### src/rtl/conv_pkg.sv
// rtl/conv_pkg.sv - shared widths and output beat type for the convolution datapath
package conv_pkg;

    localparam int IO_DATA_WIDTH      = 16;
    localparam int ACCUMULATION_WIDTH = 32;
    localparam int FEATURE_MAP_WIDTH  = 1024;
    localparam int FEATURE_MAP_HEIGHT = 1024;
    localparam int OUTPUT_NB_CHANNELS = 64;
    localparam int XW                 = $clog2(FEATURE_MAP_WIDTH);
    localparam int YW                 = $clog2(FEATURE_MAP_HEIGHT);
    localparam int CW                 = $clog2(OUTPUT_NB_CHANNELS);

    // One packed output beat; word_1 carries the lowest channel of the group.
    typedef struct packed {
        logic [IO_DATA_WIDTH-1:0] word_3;
        logic [IO_DATA_WIDTH-1:0] word_2;
        logic [IO_DATA_WIDTH-1:0] word_1;
        logic [2:0]               lanes;
        logic [XW-1:0]            x;
        logic [YW-1:0]            y;
        logic [CW-1:0]            ch;
    } out_beat_t;

endpackage

### src/rtl/osb_fifo.sv
// rtl/osb_fifo.sv - beat FIFO with a registered head word
module osb_fifo
    import conv_pkg::*;
#(
    parameter int DEPTH = 4
) (
    input  logic      clk,
    input  logic      rst_n,
    input  logic      push,
    input  out_beat_t push_data,
    input  logic      pop,
    output logic      full,
    output logic      empty,
    output out_beat_t head
);

    localparam int            AW      = (DEPTH > 1) ? $clog2(DEPTH) : 1;
    localparam int            NW      = $clog2(DEPTH + 1);
    localparam logic [NW-1:0] DEPTH_N = NW'(DEPTH);

    out_beat_t     mem [DEPTH];
    logic [AW-1:0] wr_ptr;
    logic [AW-1:0] rd_ptr;
    logic [NW-1:0] mem_count;
    logic [NW-1:0] occupancy;
    logic          head_valid;
    logic          load;

    // The head register counts toward occupancy, so DEPTH beats in total
    // (array plus head) make the FIFO full.
    always_comb begin
        load      = (mem_count != '0) && (!head_valid || pop);
        occupancy = mem_count + NW'(head_valid);
        full      = (occupancy == DEPTH_N);
        empty     = !head_valid;
    end

    // Storage array: entries are only read after being written, no reset needed.
    always_ff @(posedge clk) begin
        if (push) begin
            mem[wr_ptr] <= push_data;
        end
    end

    // Pointers, array count and head register; head refills on the pop edge.
    always_ff @(posedge clk or negedge rst_n) begin
        if (!rst_n) begin
            wr_ptr     <= '0;
            rd_ptr     <= '0;
            mem_count  <= '0;
            head_valid <= 1'b0;
            head       <= '0;
        end else begin
            if (push) begin
                wr_ptr <= wr_ptr + 1'b1;
            end
            if (load) begin
                rd_ptr     <= rd_ptr + 1'b1;
                head       <= mem[rd_ptr];
                head_valid <= 1'b1;
            end else if (pop) begin
                head_valid <= 1'b0;
            end
            mem_count <= mem_count + NW'(push) - NW'(load);
        end
    end

endmodule

### src/rtl/output_stage_buffer.sv
// rtl/output_stage_buffer.sv - requantize, pack and buffer conv results; OUTPUT_STAGE_BUFFER_SATURATE_EN selects clamping
module output_stage_buffer
    import conv_pkg::*;
#(
    parameter int REQ_SHIFT  = 8,
    parameter int FIFO_DEPTH = 4
) (
    input  logic                          clk,
    input  logic                          arst_n_in,
    input  logic                          in_valid,
    output logic                          in_ready,
    input  logic [ACCUMULATION_WIDTH-1:0] in_data,
    input  logic [XW-1:0]                 in_x,
    input  logic [YW-1:0]                 in_y,
    input  logic [CW-1:0]                 in_ch,
    input  logic                          in_last,
    output logic                          output_valid,
    input  logic                          output_ready,
    output logic [IO_DATA_WIDTH-1:0]      out_1,
    output logic [IO_DATA_WIDTH-1:0]      out_2,
    output logic [IO_DATA_WIDTH-1:0]      out_3,
    output logic [2:0]                    out_lanes,
    output logic [XW-1:0]                 output_x,
    output logic [YW-1:0]                 output_y,
    output logic [CW-1:0]                 output_ch,
    output logic                          driving_cons
);

    logic                     accept;
    logic                     close;
    logic                     fifo_full;
    logic                     fifo_empty;
    logic [IO_DATA_WIDTH-1:0] q;
    logic [1:0]               lane_count;
    logic [IO_DATA_WIDTH-1:0] word_1_q;
    logic [IO_DATA_WIDTH-1:0] word_2_q;
    logic [XW-1:0]            beat_x;
    logic [YW-1:0]            beat_y;
    logic [CW-1:0]            beat_ch;
    out_beat_t                beat;
    out_beat_t                head;

    assign in_ready = !fifo_full;
    assign accept   = in_valid && in_ready;

`ifdef OUTPUT_STAGE_BUFFER_SATURATE_EN
    localparam logic signed [ACCUMULATION_WIDTH-1:0] Q_MAX =
        ACCUMULATION_WIDTH'(2 ** (IO_DATA_WIDTH - 1) - 1);
    localparam logic signed [ACCUMULATION_WIDTH-1:0] Q_MIN = ~Q_MAX;

    logic signed [ACCUMULATION_WIDTH-1:0] shifted;

    // Floor shift, then clamp to the signed output word range.
    always_comb begin
        shifted = $signed(in_data) >>> REQ_SHIFT;
        if (shifted > Q_MAX) begin
            q = Q_MAX[IO_DATA_WIDTH-1:0];
        end else if (shifted < Q_MIN) begin
            q = Q_MIN[IO_DATA_WIDTH-1:0];
        end else begin
            q = shifted[IO_DATA_WIDTH-1:0];
        end
    end
`else
    // Floor shift, then keep the low word bits (two's-complement wrap).
    always_comb begin
        q = IO_DATA_WIDTH'($signed(in_data) >>> REQ_SHIFT);
    end
`endif

    // Assemble the beat that would be pushed if this accept closes it; the
    // third lane never needs a register because filling it always closes.
    always_comb begin
        beat  = '0;
        close = accept && (in_last || (lane_count == 2'd2));
        case (lane_count)
            2'd0: begin
                beat.word_1 = q;
                beat.lanes  = 3'b001;
                beat.x      = in_x;
                beat.y      = in_y;
                beat.ch     = in_ch;
            end
            2'd1: begin
                beat.word_1 = word_1_q;
                beat.word_2 = q;
                beat.lanes  = 3'b011;
                beat.x      = beat_x;
                beat.y      = beat_y;
                beat.ch     = beat_ch;
            end
            default: begin
                beat.word_1 = word_1_q;
                beat.word_2 = word_2_q;
                beat.word_3 = q;
                beat.lanes  = 3'b111;
                beat.x      = beat_x;
                beat.y      = beat_y;
                beat.ch     = beat_ch;
            end
        endcase
    end

    // Lane counter and partial-beat registers; coordinates latch on lane 1.
    always_ff @(posedge clk or negedge arst_n_in) begin
        if (!arst_n_in) begin
            lane_count <= 2'd0;
            word_1_q   <= '0;
            word_2_q   <= '0;
            beat_x     <= '0;
            beat_y     <= '0;
            beat_ch    <= '0;
        end else if (accept) begin
            if (close) begin
                lane_count <= 2'd0;
            end else begin
                lane_count <= lane_count + 2'd1;
                if (lane_count == 2'd0) begin
                    word_1_q <= q;
                    beat_x   <= in_x;
                    beat_y   <= in_y;
                    beat_ch  <= in_ch;
                end else begin
                    word_2_q <= q;
                end
            end
        end
    end

    osb_fifo #(
        .DEPTH (FIFO_DEPTH)
    ) u_fifo (
        .clk       (clk),
        .rst_n     (arst_n_in),
        .push      (close),
        .push_data (beat),
        .pop       (output_valid && output_ready),
        .full      (fifo_full),
        .empty     (fifo_empty),
        .head      (head)
    );

    assign output_valid = !fifo_empty;
    assign driving_cons = output_valid;
    assign out_1        = head.word_1;
    assign out_2        = head.word_2;
    assign out_3        = head.word_3;
    assign out_lanes    = head.lanes;
    assign output_x     = head.x;
    assign output_y     = head.y;
    assign output_ch    = head.ch;

endmodule
### config.mk
export PLATFORM = sky130hd
export DESIGN_NAME = output_stage_buffer
export DESIGN_NICKNAME = d
export VERILOG_FILES = /design/src/rtl/conv_pkg.sv /design/src/rtl/osb_fifo.sv /design/src/rtl/output_stage_buffer.sv
export SDC_FILE = /design/constraint.sdc
export NUM_CORES = 1
export LEC_CHECK = 0
export CAP_MARGIN = 25
export CELL_PAD_IN_SITES_DETAIL_PLACEMENT = 2
export CELL_PAD_IN_SITES_GLOBAL_PLACEMENT = 2
export CORE_AREA = 2 2 216 175
export CTS_CLUSTER_DIAMETER = 50
export DETAILED_ROUTE_END_ITERATION = 7
export DIE_AREA = 0 0 218 177
export GPL_TIMING_DRIVEN = 0
export MAX_ROUTING_LAYER = met4
export PLACE_DENSITY_LB_ADDON = 0.1
export SLEW_MARGIN = 20
export SYNTH_ARGS = -nofsm -noshare
export SYNTH_HDL_FRONTEND = slang
export SYNTH_SLANG_ARGS = --single-unit
### constraint.sdc
create_clock -name clk -period 5.6 [get_ports clk]
set_clock_uncertainty 0.15 [all_clocks]
set_input_delay 1.12 -clock clk [delete_from_list [all_inputs] [get_ports clk]]
set_output_delay 1.12 -clock clk [all_outputs]
set_load 0.02 [all_outputs]
After elaboration in Yosys (flattened, before gate mapping)
Memory sizes are Yosys's and may differ from the RTL's. A register that Yosys moved wholly into a read port is not among the register bits.
Cells that the tools add are included.
- register bits after elaboration: 68
- latch bits: 0
- memory bits (writable): 308
- memory bits (read-only): 0
- input bits: 63
- output and inout port bits: 80
- word-level logic and storage cells: 45
- memories: 1
- memories (memory ; words ; bits a word ; rd ports ; clocked after memory_dff ; write ports ; line ; source):
    u_fifo.mem ; 4 ; 77 ; 1 ; 1 ; 1 ; osb_fifo.sv:21 ; out_beat_t mem [DEPTH];
- add/subtract/negate cells: 6
- multiply operators: 0
- div/mod/pow operators: 0
- order comparisons: 0
- equal/unequal tests: 3
- shift-type cells: 0
- muxes and demuxes: 8
- bitwise operators: 2
- reductions and logical operators: 15
- operators with widths (cell ; number):
    case mux 45 bit (2 select lines) ; 1
    case mux 16 bit (2 select lines) ; 1
    two-way mux 16 bit ; 1
    adder 2 x 1 -> 2 bit (second input constant) ; 3
    adder 3 x 1 -> 3 bit ; 2
    AND reduction 3 bit ; 2
    logical AND 1 bit ; 4
    two-way mux 1 bit ; 4
    equality test 3 bit (second input constant) ; 1
    logical NOT 1 bit ; 3
    nonzero test 3 bit ; 1
    subtractor 3 x 1 -> 3 bit ; 1
    equality test 2 x 1 -> 1 bit (second input constant) ; 1
    equality test 2 bit (second input constant) ; 1
    logical NOT 2 bit ; 1
    logical OR 1 bit ; 2
    two-way mux 2 bit ; 1
    inverter 1 bit ; 2
    nonzero test 2 bit ; 1
    OR reduction 2 bit ; 1

Longest topological paths before layout
Gate-level depths: netlist (run 1).
- depth after elaboration: 7
- depth in mapped cells: 8
- gate-level depth less buffers: 7

By module
From an unflattened synthesis (run 1), not the netlist that was laid out.
- cells, all modules: 844
- area, all modules: 17485.5 µm²
- by module, submodules not included (module ; times used ; cells an instance ; area an instance (µm²) ; seq. area each (µm²)):
    osb_fifo ; 1 ; 608 ; 14436.3 ; 11375.9
    output_stage_buffer ; 1 ; 236 ; 3049.2 ; 1501.4

Least setup slack after synthesis (run 1)
No wires, ideal clock.
- kind: input -> register
- start point: input in_valid
- end point: memory u_fifo.mem[0][0] (netlist bit) (enable)
- library setup time: 0.443 ns
- arrival: 3.360 ns
- data required time: 5.007 ns
- setup slack: 1.647 ns
- stages on the path: 3
- path buffers: 0
- path through: o21ai_0 a21oi_1 and2_1
- cells in the longest elaborated chain, start to end: 4
- RTL lines (item ; line ; source):
    from (decl) ; output_stage_buffer.sv:10 ; input logic in_valid,
    logical AND 1 bit ; output_stage_buffer.sv:44 ; assign accept = in_valid && in_ready;
    logical AND 1 bit ; output_stage_buffer.sv:75 ; close = accept && (in_last || (lane_count == 2'd2));
    named net close ; output_stage_buffer.sv:30 ; logic close;
    two-way mux 1 bit ; osb_fifo.sv:40 ; if (push) begin
    two-way mux 1 bit (not written as such) ; osb_fifo.sv:41 ; mem[wr_ptr] <= push_data;
    to (decl) ; osb_fifo.sv:21 ;
The timed path passes the listed nets, and every way through them passes these cells.

Worst setup path in the final report (run 1)
- start point: register u_fifo.head_valid
- end point: output in_ready
- cells in the longest elaborated chain, start to end: 3
- RTL lines (item ; line ; source):
    from (decl) ; osb_fifo.sv:26 ; logic head_valid;
    from (signal assigned) ; osb_fifo.sv:51 ; head_valid <= 1'b0;
    from (signal assigned) ; osb_fifo.sv:60 ; head_valid <= 1'b1;
    from (signal assigned) ; osb_fifo.sv:62 ; head_valid <= 1'b0;
    adder 3 x 1 -> 3 bit ; osb_fifo.sv:33 ; occupancy = mem_count + NW'(head_valid);
    equality test 3 bit ; osb_fifo.sv:34 ; full = (occupancy == DEPTH_N);
    logical NOT 1 bit ; output_stage_buffer.sv:43 ; assign in_ready = !fifo_full;
    to (decl) ; output_stage_buffer.sv:11 ; output logic in_ready,
No other way between the ends.

==> results.sh, run 1 <==
export IMPL_worst_pin_slew_ps=1040
export IMPL_cts_root_buf="clkbuf_16"
export IMPL_worstReg2RegEnd="u_fifo.mem[0][50]"
export IMPL_arrival_ps=2580
export IMPL_p_leak_nw=7.49
export IMPL_period_needed_ps=3850
export IMPL_synth_top_area_frac=0.527
export IMPL_ys_types=32
export IMPL_hpwl_um=27600
export IMPL_cts_resized=0
export IMPL_gr_total_overflow=0
export IMPL_antenna_diode_count=0
export IMPL_dr_total_vias=8751
export IMPL_cts_htree_levels=2
export IMPL_postRouteAntennaNets=0
export IMPL_async_flop_share=0.323
export IMPL_yosys_top_cells_count="304 x edfxtp_1, 145 x dfrtp_1, 126 x mux2_2"
export IMPL_first_global_vias=9937
export IMPL_setup_viol=0
export IMPL_whs_ps=322
export IMPL_multiInputGateArea_mm2=0.00430
export IMPL_syn_cell_area_mm2=0.0173
export IMPL_seq_area_frac_synth=0.737
export IMPL_rsz0062_at_grt="no"
export IMPL_io_pins=143
export IMPL_end_kind="output port"
export IMPL_r2r_start="u_fifo.head_valid"
export IMPL_postCtsSetupBuffers=0
export IMPL_first_iter_violations=539
export IMPL_via_per_inst=5.67
export IMPL_clkTransAtPathRegs_ps=60
export IMPL_yosys_warnings=0
export IMPL_std_cell_rows=63
export IMPL_antenna_found_initial=1
export IMPL_cts_buffers_inserted=47
export IMPL_cts_sinks=449
export IMPL_reg2reg_setup_slack_ps=2370
export IMPL_syn2layout_area_growth_pct=20.8
export IMPL_drc_errors=0
export IMPL_run_status="complete, no violations"
export IMPL_routed_wl_um=43100
export IMPL_grt_pass1_wl_um=65100
export IMPL_worstPathMaxFanout=5
export IMPL_p_total_mw=13.0
export IMPL_wl_per_cell_um=27.9
export IMPL_drv_cap=0
export IMPL_syn_avg_cell_area_um2=20.7
export IMPL_reg2regPathDepth=6
export IMPL_layout_drive_gt1_share=0.299
export IMPL_critPathLaunchType="flop"
export IMPL_min_delay_start="u_fifo.head[26]"
export IMPL_worst_setup_path_type="reg -> out"
export IMPL_coreArea_mm2=0.0366
export IMPL_grt_max_degree=83
export IMPL_cts_hold_buffers=0
export IMPL_fin_area_mm2=0.0209
export IMPL_regArea_mm2=0.0128
export IMPL_syn_num_nets=912
export IMPL_synth_top_cell_by_area="edfxtp_1"
export IMPL_timing_slew_headroom=0.304
export IMPL_clock_path_buffers=3
export IMPL_power_density_mw_per_mm2=622
export IMPL_die_h_um=177
export IMPL_place_gp_congestion=0.685
export IMPL_synth_edff_count=304
export IMPL_hold_depth=1
export IMPL_setup_tns_ps=0
export IMPL_die_area_mm2=0.0386
export IMPL_fin_crit_sh=0.687
export IMPL_synth_area_top_cells="edfxtp_1 53%, dfrtp_1 21%, mux4_2 9.9%"
export IMPL_ir_drop_uv=305
export IMPL_critPathRequiredTime_ps=4330
export IMPL_start_util=0.473
export IMPL_synthCells=836
export IMPL_nNetsFinal=1094
export IMPL_hold_viol_final=0
export IMPL_port_buffers=126
export IMPL_hp_class="reg -> reg"
export IMPL_gr_usage_all_layers=0.240
export IMPL_cts_tree="yes"
export IMPL_final_max_slew_viol_count=0
export IMPL_synth_seq_cells=449
export IMPL_final_util=0.572
export IMPL_die_w_um=218
export IMPL_firstDrtPassIters=5
export IMPL_nFillCells=3077
export IMPL_hold_end="u_fifo.head[26]"
export IMPL_yosysMostFrequentCell="edfxtp_1"
export IMPL_ys_flop_type="edfxtp_1"
export IMPL_fmax_mhz=260
export IMPL_postPlaceCellArea_mm2=0.0194
export IMPL_clkLatencyLatePin_ps=570
## layer usage
layer | track usage | vias to the layer above | share of wire
met4 | 0.0598 | 0 | 0.020
met1 | 0.326 | 4772 | 0.44
met3 | 0.0402 | 59 | 0.048
met2 | 0.382 | 223 | 0.49
met5 | - | - | 0
li1 | - | 3697 | -
## final cells by class
class	instances	share of cell area
flip-flops and latches	449	0.610
multi-input cells	330	0.205
repair buffers	133	0.0683
clock buffers	71	0.0665
well taps	487	0.0291
plain buffers	47	0.0111
clock inverters	16	0.00766
inverters	10	0.00180
## flip-flops by register name, indices dropped and copies added, names as in the netlist, 3 cells and up
register	flops
beat_y	10
u_fifo.mem	304
beat_x	10
word_2_q	16
u_fifo.mem_count	3
beat_ch	6
word_1_q	16
u_fifo.head	77
## cells in the final DEF, fill, tap and decap left out, types with 2 or more instances in the layout
cell type,Yosys,final
nor3_1,2,2
nand2b_1,2,2
clkbuf_16,0,50
inv_1,10,10
buf_12,1,5
xor2_1,3,3
buf_4,2,2
xnor2_1,2,2
edfxtp_1,304,304
clkbuf_8,0,6
buf_16,0,3
nand2_1,3,3
mux2_2,126,126
ha_1,12,12
buf_6,2,2
clkinv_1,0,3
buf_2,13,13
a21oi_1,2,2
a22o_1,58,58
and2_1,20,16
clkbuf_1,29,44
dfrtp_1,145,145
mux2_4,10,10
bufinv_16,0,3
nor2_1,3,3
and2_4,0,4
mux4_2,76,76
clkinv_2,0,7
clkdlybuf4s50_1,0,125
## worst max-delay path by stage
stage | start | to
4_1_cts | u_fifo.head_valid | in_ready
3_3_place_gp | arst_n_in | u_fifo.head[14]
2_1_floorplan | in_valid | u_fifo.mem[0][0]
6_report | u_fifo.head_valid | in_ready
3_5_place_dp | output_ready | u_fifo.mem_count[2]
5_1_grt | u_fifo.head_valid | in_ready
## power by group
group	internal, mW	switching [mW]
combinational	2.09	2.40
sequential	4.91	0.448
clock	1.85	1.30
## logic make-up (layout without fill, tap and decap cells)
group	count (synthesis)	after routing	share of synthesized area
compound gates	64	64	0.0321
xor+xnor	6	6	0.00347
fa+ha+maj	13	13	0.00983
buf+inv	57	277	0.0155
flops	449	449	0.737
mux	213	213	0.190
simple gates	34	34	0.0121
## worst max-delay path: stages (launching register included)
cell	delay (ps)
dfrtp_1	440
ha_1	230
ha_1	270
nor2_1	380
nand2_1	130
clkdlybuf4s50_1	570
## per-stage QoR
stage | worst slack [ps] | std cells
6_report | 1750 | 1543
5_1_grt | 1560 | 1543
4_1_cts | 1710 | 1543
3_5_place_dp | 1310 | 1456
3_3_place_gp | -3610 | 1449
2_1_floorplan | 1650 | 836
Note: power is estimated with default switching activity, not from simulation.
==> run 2: changes to the inputs <==
--- a/config.mk
+++ b/config.mk
@@ -8,10 +8,10 @@
 export CAP_MARGIN = 25
 export CELL_PAD_IN_SITES_DETAIL_PLACEMENT = 2
 export CELL_PAD_IN_SITES_GLOBAL_PLACEMENT = 2
-export CORE_AREA = 2 2 216 175
+export CORE_AREA = 2 2 223 181
 export CTS_CLUSTER_DIAMETER = 50
 export DETAILED_ROUTE_END_ITERATION = 7
-export DIE_AREA = 0 0 218 177
+export DIE_AREA = 0 0 225 183
 export GPL_TIMING_DRIVEN = 0
 export MAX_ROUTING_LAYER = met4
 export PLACE_DENSITY_LB_ADDON = 0.1
==> constraint.sdc (replaced) <==
create_clock -name clk -period 3.95 [get_ports clk]
set_clock_uncertainty 0.15 [all_clocks]
set_input_delay 0.79 -clock clk [delete_from_list [all_inputs] [get_ports clk]]
set_output_delay 0.79 -clock clk [all_outputs]
set_load 0.02 [all_outputs]
==> run 2 against run 1 <==
  * Die area up 6.7%
  * Via count up 0.11%
  * Cell area up 0.36%
==> results.sh, run 2 (same netlist as run 1, synthesis figures left out) <==
export IMPL_largest_reg_flops=304
export IMPL_via_per_inst=5.62
export IMPL_critPathMostFrequentCell="ha_1"
export IMPL_worstPathCellList="ha_1, ha_1, nor2_1, nand2_1, clkdlybuf4s50_1"
export IMPL_firstDrtPassIters=5
export IMPL_cts_tree="yes"
export IMPL_hpwl_um=27600
export IMPL_timing_slew_headroom=0.386
export IMPL_clock_path_buffers=3
export IMPL_clkTransAtPathRegs_ps=60
export IMPL_grt_pass1_wl_um=65300
export IMPL_most_common_layout_cells="304 x edfxtp_1, 145 x dfrtp_1, 126 x mux2_2, 125 x clkdlybuf4s50_1, 76 x mux4_2"
export IMPL_drv_cap=0
export IMPL_cp_num_buf_inv=1
export IMPL_first_global_vias=9995
export IMPL_power_density_mw_per_mm2=882
export IMPL_nNetsFinal=1095
export IMPL_end_kind="output port"
export IMPL_grt_max_degree=84
export IMPL_antenna_found_initial=5
export IMPL_critPathRequiredTime_ps=3010
export IMPL_die_h_um=183
export IMPL_routed_top_layer="met4"
export IMPL_worst_pin_slew_ps=921
export IMPL_period_needed_ps=3480
export IMPL_wl_met3_um=1730
export IMPL_postCtsSetupBuffers=0
export IMPL_dr_total_vias=8761
export IMPL_setup_slack_ps=469
export IMPL_die_area_mm2=0.0412
export IMPL_fmax_mhz=287
export IMPL_std_cell_rows=65
export IMPL_cts_sinks=449
export IMPL_final_max_slew_viol_count=0
export IMPL_drt_met1_wl_um=19600
export IMPL_final_common_cell="edfxtp_1"
export IMPL_worst_setup_path_type="reg -> out"
export IMPL_max_stage_delay_ps=570
export IMPL_setup_viol=0
export IMPL_gr_total_overflow=0
export IMPL_largest_register="u_fifo.mem"
export IMPL_arrival_ps=2540
export IMPL_cts_root_buf="clkbuf_16"
export IMPL_first_iter_violations=596
export IMPL_cp_slowest_cell="clkdlybuf4s50_1"
export IMPL_cts_hold_buffers=0
export IMPL_ir_drop_uv=436
export IMPL_postRouteAntennaNets=0
export IMPL_hold_viol_final=0
export IMPL_place_gp_congestion=0.689
export IMPL_cts_resized=0
export IMPL_layout_drive_gt1_share=0.304
export IMPL_setup_tns_ps=0
export IMPL_routed_wl_um=43200
export IMPL_p_leak_nw=7.51
export IMPL_rsz0062_at_grt="no"
export IMPL_port_buffers=126
export IMPL_wl_met2_um=20800
export IMPL_path_delay_family="buffers and inverters"
export IMPL_drc_errors=0
export IMPL_io_pins=143
export IMPL_critPathLaunchType="flop"
export IMPL_start_util=0.444
export IMPL_hp_class="in -> async"
export IMPL_wl_per_cell_um=27.7
export IMPL_coreArea_mm2=0.0390
export IMPL_cts_htree_levels=2
export IMPL_top_regs="u_fifo.mem: 304 flops, u_fifo.head: 77 flops"
export IMPL_fin_crit_sh=0.881
export IMPL_nFillCells=3300
export IMPL_gr_usage_all_layers=0.225
export IMPL_pre_cts_ws_ps=-3.27
export IMPL_clkLatencyLatePin_ps=550
export IMPL_cts_buffers_inserted=47
export IMPL_worstPathMaxFanout=5
export IMPL_run_status="complete, no violations"
export IMPL_die_w_um=225
export IMPL_syn2layout_area_growth_pct=21.2
run 2: cell types whose count changed in the layout (fill, tap and decap cells not counted), sizes merged:
cell,previous run,this run
inv,12,11
buf,26,27
clkinv,11,9
diode,0,1
clkbuf,100,96
clkinvlp,0,4
bufinv,3,5
run 2: path summary, 6_finish.rpt:
check	startpoint	to	slack, ps	cells after the start
setup / recovery	u_fifo.head_valid	in_ready	470	5
hold / removal	arst_n_in	u_fifo.head[52]	110	1
setup reg to reg	u_fifo.mem_count[1]	u_fifo.mem_count[2]	780	8
hold reg to reg	u_fifo.head[26]	u_fifo.head[26]	320	1
max in group asynchronous	arst_n_in	beat_x[6]	2720	2
min in group clk	u_fifo.head[26]	u_fifo.head[26]	320	1
run 2: final cells by class:
class                   count  area [um^2]  area share
flip-flops and latches    449        12800       0.608
clock inverters            19          236      0.0113
clock buffers              67         1350      0.0645
inverters                  10         37.5     0.00179
diodes                      1         2.50    0.000119
repair buffers            134         1440      0.0688
plain buffers              47          231      0.0110
multi-input cells         330         4300       0.205
well taps                 502          628      0.0299
run 2: routing by layer:
| layer | track usage | vias up |
|---|---|---|
| met5 | - | - |
| li1 | - | 3696 |
| met4 | 0.0604 | 0 |
| met3 | 0.0332 | 71 |
| met2 | 0.351 | 209 |
| met1 | 0.314 | 4785 |
run 2: report_power, final:
part	leakage, nW	total [mW]	switching (mW)	internal, mW
Sequential	4.49	7.56	0.602	6.96
Combinational	2.25	6.40	3.43	2.97
Clock	0.770	4.55	1.83	2.72
run 2: metrics by stage:
step                hold WS (ps)  cell area (um^2)  cells  power (mW)  utilization
floorplan                    332             17300    836        11.5            -
CTS                          129             21000   1558        18.8        0.539
finish                       108             21000   1559        18.5        0.539
global route                 151             21000   1559        19.4        0.539
detailed placement           309             19400   1472        14.1        0.498
global placement             303             19200   1464        13.7        0.493
